===== src/rtl/async_fifo_pkg.sv =====
// Shared async FIFO definitions: pointer width rule, minimum synchroniser depth,
// and width-generic binary/Gray conversions (operate on 32 bits, callers cast down).
package async_fifo_pkg;

  localparam int MIN_SYNC_STAGES = 2;

  function automatic int ptr_width(input int addr_width);
    return addr_width + 1;
  endfunction

  function automatic logic [31:0] bin2gray(input logic [31:0] b);
    return b ^ (b >> 1);
  endfunction

  // Zero-extended inputs keep the upper prefix-XOR at zero, so any width works
  function automatic logic [31:0] gray2bin(input logic [31:0] g);
    logic [31:0] b;
    b[31] = g[31];
    for (int i = 30; i >= 0; i--) begin
      b[i] = b[i+1] ^ g[i];
    end
    return b;
  endfunction

endpackage


===== src/rtl/rd_ptr_empty_ctrl_gray_sync.sv =====
// Multi-flop synchroniser for a Gray-coded pointer crossing clock domains.
// Shared by the read and write pointer blocks.
module gray_sync
  import async_fifo_pkg::*;
#(
  parameter int STAGES = 2,
  parameter int WIDTH  = 4
) (
  input  logic             clk,
  input  logic             rst_n,
  input  logic [WIDTH-1:0] d,
  output logic [WIDTH-1:0] q
);

  if (STAGES < MIN_SYNC_STAGES) begin : g_bad_stages
    $error("gray_sync: STAGES below minimum");
  end

  logic [WIDTH-1:0] chain [STAGES];

  always_ff @(posedge clk or negedge rst_n) begin
    if (!rst_n) begin
      for (int i = 0; i < STAGES; i++) begin
        chain[i] <= '0;
      end
    end else begin
      chain[0] <= d;
      for (int i = 1; i < STAGES; i++) begin
        chain[i] <= chain[i-1];
      end
    end
  end

  assign q = chain[STAGES-1];

endmodule


===== src/rtl/rd_ptr_empty_ctrl.sv =====
// Read-domain pointer and empty/level controller for the async FIFO.
// Define ASYNC_FIFO_RD_LEVEL_EN to build rd_level and the threshold almost_empty.
module rd_ptr_empty_ctrl
  import async_fifo_pkg::*;
#(
  parameter int          ADDR_WIDTH  = 3,
  parameter int          SYNC_STAGES = 2,
  parameter int unsigned AE_THRESH   = 1,
  localparam int         PTR_W       = ptr_width(ADDR_WIDTH)
) (
  input  logic                  r_clk,
  input  logic                  rrst_n,
  input  logic                  r_en,
  input  logic [PTR_W-1:0]      g_wptr,
  output logic [ADDR_WIDTH-1:0] r_addr,
  output logic [PTR_W-1:0]      b_rptr,
  output logic [PTR_W-1:0]      g_rptr,
  output logic                  empty,
  output logic                  almost_empty,
  output logic [PTR_W-1:0]      rd_level,
  output logic                  rd_underflow
);

  logic [PTR_W-1:0] g_wptr_sync;
  logic [PTR_W-1:0] b_rptr_nxt;
  logic [PTR_W-1:0] g_rptr_nxt;
  logic             rd_fire;

  gray_sync #(
    .STAGES (SYNC_STAGES),
    .WIDTH  (PTR_W)
  ) u_wptr_sync (
    .clk   (r_clk),
    .rst_n (rrst_n),
    .d     (g_wptr),
    .q     (g_wptr_sync)
  );

  assign rd_fire    = r_en & ~empty;
  assign b_rptr_nxt = b_rptr + PTR_W'(rd_fire);
  assign g_rptr_nxt = PTR_W'(bin2gray(32'(b_rptr_nxt)));
  assign r_addr     = b_rptr[ADDR_WIDTH-1:0];

  // Empty compares against the post-read pointer so the last read closes it
  always_ff @(posedge r_clk or negedge rrst_n) begin
    if (!rrst_n) begin
      b_rptr       <= '0;
      g_rptr       <= '0;
      empty        <= 1'b1;
      rd_underflow <= 1'b0;
    end else begin
      b_rptr       <= b_rptr_nxt;
      g_rptr       <= g_rptr_nxt;
      empty        <= (g_rptr_nxt == g_wptr_sync);
      rd_underflow <= r_en & empty;
    end
  end

`ifdef ASYNC_FIFO_RD_LEVEL_EN
  logic [PTR_W-1:0] w_bin_sync;
  logic [PTR_W-1:0] level_nxt;

  assign w_bin_sync = PTR_W'(gray2bin(32'(g_wptr_sync)));
  assign level_nxt  = w_bin_sync - b_rptr_nxt;

  always_ff @(posedge r_clk or negedge rrst_n) begin
    if (!rrst_n) begin
      rd_level     <= '0;
      almost_empty <= 1'b1;
    end else begin
      rd_level     <= level_nxt;
      almost_empty <= (32'(level_nxt) <= AE_THRESH);
    end
  end
`else
  assign rd_level     = '0;
  assign almost_empty = empty;
`endif

endmodule

===== config.mk =====
export PLATFORM = sky130hd
export DESIGN_NAME = rd_ptr_empty_ctrl
export DESIGN_NICKNAME = d
export VERILOG_FILES = /design/src/rtl/async_fifo_pkg.sv /design/src/rtl/rd_ptr_empty_ctrl_gray_sync.sv /design/src/rtl/rd_ptr_empty_ctrl.sv
export SDC_FILE = /design/constraint.sdc
export NUM_CORES = 1
export LEC_CHECK = 0
export ABC_AREA = 0
export BUFFER_PORTS_ARGS = -buffer_cell sky130_fd_sc_hd__buf_2
export CAP_MARGIN = 20
export CORE_MARGIN = 8
export CORE_UTILIZATION = 43
export CTS_CLUSTER_SIZE = 20
export DETAILED_ROUTE_END_ITERATION = 7
export PLACE_DENSITY = 0.69
export SYNTH_ARGS = -nofsm -noshare
export SYNTH_HDL_FRONTEND = slang
export SYNTH_HIERARCHICAL = 1
export SYNTH_SLANG_ARGS = --single-unit
export TNS_END_PERCENT = 1

===== constraint.sdc =====
create_clock -name r_clk -period 2.79 [get_ports r_clk]
set_clock_uncertainty 0.2 [all_clocks]
set_input_delay 0.4185 -clock r_clk [delete_from_list [all_inputs] [get_ports r_clk]]
set_output_delay 0.4185 -clock r_clk [all_outputs]
set_load 0.01 [all_outputs]

Word-level counts from Yosys, hierarchy flattened

Index checks and enable logic that the tools add are counted.

Logic and storage cells: 12
Bits in registers: 18
Input bits: 7
Output and inout bits: 18

Eq/ne operators: 1
Add/subtract/negate cells: 1
Bitwise gates (word level): 4

Operators by type and width:

| operator             | number |
|---|---|
| adder 4 x 1 -> 4 bit | 1 |
| equality test 4 bit  | 1 |
| XOR 4 x 3 -> 4 bit   | 1 |
| bitwise AND 1 bit    | 2 |
| NOT 1 bit            | 1 |

Depth between registers and ports, before layout

Word-level depth: 5
Depth in mapped cells: 7
Depth with buffers taken out: 7

By module

Netlist, hierarchy kept.

Modules (own cells, without submodules):

| module            | sequential area each (um^2) | area an instance (um^2) | cells each | instances |
|---|---|---|---|---|
| rd_ptr_empty_ctrl | 226.5                       | 564.3                   | 52         | 1 |
| gray_sync         | 200.2                       | 230.2                   | 12         | 1 |

Least setup slack after synthesis

No wires, ideal clock.

Path type: register to register
From: register empty, in the netlist almost_empty
To: register empty, in the netlist almost_empty
Library setup time: 0.090 ns
Stages on the path, launching flop included: 8
Arrival: 1.862 ns
Data required time: 2.500 ns
Period minus slack after synthesis: 2.152 ns
Path buffers: 0
Setup slack: 0.638 ns
Cell sequence: dfstp_2 > nor2b_1 > ha_1 > ha_1 > xor2_2 > and3_4 > o21a_1 > nor4_2

Cells in the longest elaborated chain, start to end: 5

Ends and longest elaborated chain:

| element                | line                    | RTL |
|---|---|---|
| start, declared        | rd_ptr_empty_ctrl.sv:18 | `output logic empty,` |
| start signal, assigned | rd_ptr_empty_ctrl.sv:54 | `empty <= (g_rptr_nxt == g_wptr_sync);` |
| NOT 1 bit              | rd_ptr_empty_ctrl.sv:39 | `assign rd_fire = r_en & ~empty;` |
| bitwise AND 1 bit      | rd_ptr_empty_ctrl.sv:39 |  |
| adder 4 x 1 -> 4 bit   | rd_ptr_empty_ctrl.sv:40 | `assign b_rptr_nxt = b_rptr + PTR_W'(rd_fire);` |
| XOR 4 x 3 -> 4 bit     | async_fifo_pkg.sv:12    | `return b ^ (b >> 1);` |
| equality test 4 bit    | rd_ptr_empty_ctrl.sv:54 |  |

No other way between the ends.

Worst setup path in the final report

Same ends and word-level chain as after synthesis.

==> summary.md <==
| Metric | Value |
|---|---|
| Status | `finished, final reports clean` |
| Ports | `25` |
| Setup tns final | `0 ps` |
| WP data arrival | `2280 ps` |
| Die Span Y | `about 60 um` |
| Gate Count Post-Synth | `64` |
| Detailed Route Iter0 Violations | `9` |
| Top-count cell post-synth | `dfrtp_1` |
| VDD IR-drop max | `~0.51 mV` |
| Largest net degree at the start of global routing | `18` |
| Critical path type | `reg2reg` |
| Via count | `467` |
| Cells along the critical path | `nor2b_1 > ha_1 > ha_1 > xor2_2 > and3_4 > o21a_1 > nor4_2` |
| N_diodes | `0` |
| Maximum clock path buffer count | `2` |
| Die ar. | `~3500 um2` |
| Mapped cell area | `a little under 800 um2` |
| RSZ-0062 raised after global routing | `false` |
| Netlist cell types | `26` |
| Final hold vios | `0` |
| Top cell type by total area after synthesis | `dfrtp_1` |
| # clock sinks | `17` |
| Max Cap Violations | `0` |
| Hold path start | `g_wptr[1]` |
| Initial core utilization | `a little under half` |
| Tcrit/Tclk final | `81.59%` |
| Fraction of layout cells with a size suffix above 1 | `37.66%` |
| Avg Cell Area, Syn | `roughly 12 um2` |
| Grt ovf | `0` |
| Clock transition at path regs | `about 100 ps` |
| Final net count | `87` |
| Yosys top cell area share | `50.39%` |
| Post-route ant nets | `0` |
| Buf/Inv on CP | `0` |
| Max incr delay on CP | `between 500 and 600 ps` |
| Primary FF master, synth | `dfrtp_1` |
| PD cells | `1159 nW/um2` |
| Vias/cell | `approximately 4.6` |
| Cell Count, Final, Fillers Out | `102` |
| Core outline area | `1727 um2` |
| Overall Power | `roughly 1000 uW` |
| Post-CTS Setup Bufs | `0` |
| Worst reg2reg path depth | `7` |
| Synth cell count leaders | `dfrtp_1 (16), buf_4 (13), xnor2_1 (7)` |
| Startpoint types | `register` |
| TritonCTS buffer count | `3` |
| CP Max Fanout | `4` |
| CP dominant cell by count | `ha_1` |
| Vias in the first global route | `467` |
| Worst Hold Path Cells | `1` |
| Initial antenna violation count | `0` |
| Detailed-route DRC error count | `0` |
| CP delay by family, top | `flip-flops` |
| Cells after DPL | `97` |
| First-pass iteration count of the detailed router | `2` |
| P_leak | `just over 0.0004 uW` |
| GP Congestion | `0.7429` |
| Routed WL per cell | `12.25 um` |
| Port Buf Inserts | `20` |
| Worst r2r dst | `almost_empty` |
| Tmin final | `2276 ps` |
| R2R setup slack | `approximately 510 ps` |
| Number of enable flip-flop cells after synthesis | `0` |
| Final slew viol count | `0` |
| Register area share after synthesis | `53.70%` |
| Hold path endpoint | `u_wptr_sync/chain[5]` |
| CTS root buffer | `clkbuf_4` |
| Area delta synth->final | `8.347%` |
| Finish-stage setup viols | `0` |
| Row count | `15` |
| First-pass GRT wire length | `2035 um` |
| Critical Path RT | `2800 ps` |
| Synth top area cells | `dfrtp_1 (50%), buf_4 (12%), xnor2_1 (7.7%)` |
| Slowest-stage cell, CP | `dfstp_2` |
| Ys async rst share | `100.0%` |
| Worst-Skew Late Latency | `290 ps` |
| Max Clk Rate | `439.3 MHz` |
| H-tree depth | `1` |
| Total GRT Usage | `7.934%` |
| Worst hold path class | `in2reg` |
| Ys Warns | `6` |
| #FFs+latches synth | `17` |
| Total Routed Length | `1250 um` |
| Final WS setup | `approximately 500 ps` |
| Fillers | `165` |
| Chip Width | `roughly 59 um` |
| Place WS | `470.0 ps` |
| CTS tree | `yes` |
| Crit Reg-Reg Startpoint | `almost_empty` |
| Crit path capture type | `register` |
==> worst reg2reg max path, delay by kind of cell (launching register included) <==
kind                       cells  cell delay (ps)
adders and majority gates      2              480
and+or+nand+nor                3              530
AOI/OAI and AO/OA              1              200
xor gates and xnor gates       1              230
DFF                            1              550
==> metrics by stage <==
stage          area, um2  util [%]  hold slack (ps)
3_5_place_dp       823.3     47.68            141.1
5_1_grt            860.8     49.86            4.822
3_3_place_gp       823.3     47.68            131.9
4_1_cts            860.8     49.86            16.81
2_1_floorplan      805.8         -           -77.09
6_report           860.8     49.86            32.15
==> cell usage in the layout, fill, tap and decap left out, types with 2 or more instances in the layout <==
cell and n:
conb_1 4, dfrtp_1 16, xnor2_1 7, nor2b_1 2, buf_2 20, nor2_1 3, clkbuf_4 3, ha_1 2
nand2_1 2
==> where the power goes <==
group / leakage (uW) / switching, uW / total, uW / internal (uW)
registers: 0.000199 / 65.0 / 379 / 314
logic: 0.000198 / 246 / 491 / 244
clock network: 0.0000177 / 74.6 / 128 / 53.3
total: 0.000415 / 386 / 998 / 612
==> worst max-delay path by stage <==
stage	endpoint	startpoint	slack, ps	depth (start not counted)
final	almost_empty	almost_empty	510	7
after global routing	almost_empty	almost_empty	440	7
after CTS	almost_empty	almost_empty	510	7
after detailed placement	almost_empty	r_en	470	8
after global placement	almost_empty	r_en	510	8
after floorplan	almost_empty	almost_empty	640	7
==> metal layers <==
metal	global-route usage (%)	routed length (um)	vias to the layer above
li1	-	-	216
met4	4.437	21	0
met5	0	0	-
met1	7.841	490	228
met3	4.338	97	4
met2	12.93	641	19
==> cells by family (layout without fill, tap and decap cells) <==
kind of cell / count (synthesis) / count (layout) / synth area share, %
compound gates: 6 / 6 / 4.566
fa+ha+maj: 2 / 2 / 3.149
simple gates: 12 / 12 / 8.975
other cells: 1 / 4 / 0.4720
buf+inv: 16 / 26 / 14.80
xor+xnor: 10 / 10 / 14.33
flops: 17 / 17 / 53.70
==> registers in the layout (all words and copies together), names as in the netlist <==
| name | flops |
|---|---|
| u_wptr_sync/chain | 4 |
| b_rptr | 4 |
| u_wptr_sync/q | 4 |
| g_rptr | 3 |
| almost_empty | 1 |
| rd_underflow | 1 |
==> what timing repair did <==
action / CTS / global route
endpoints found under the hold margin: 16 / 0
hold buffers: 1 / 0
endpoints found under the setup margin: 0 / 0
resized for setup: 0 / 0
==> layout make-up <==
cell class              instances  area [um2]  area share [%]
clock buffers                   3       22.52           2.616
clock inverters                 1       5.005          0.5814
inverters                       1       3.754          0.4360
multi-input cells              34       261.5           30.38
flip-flops and latches         17       426.7           49.56
well taps                      25       31.28           3.634
repair buffers                 21       110.1           12.79
(Power assumes the default switching activity.)
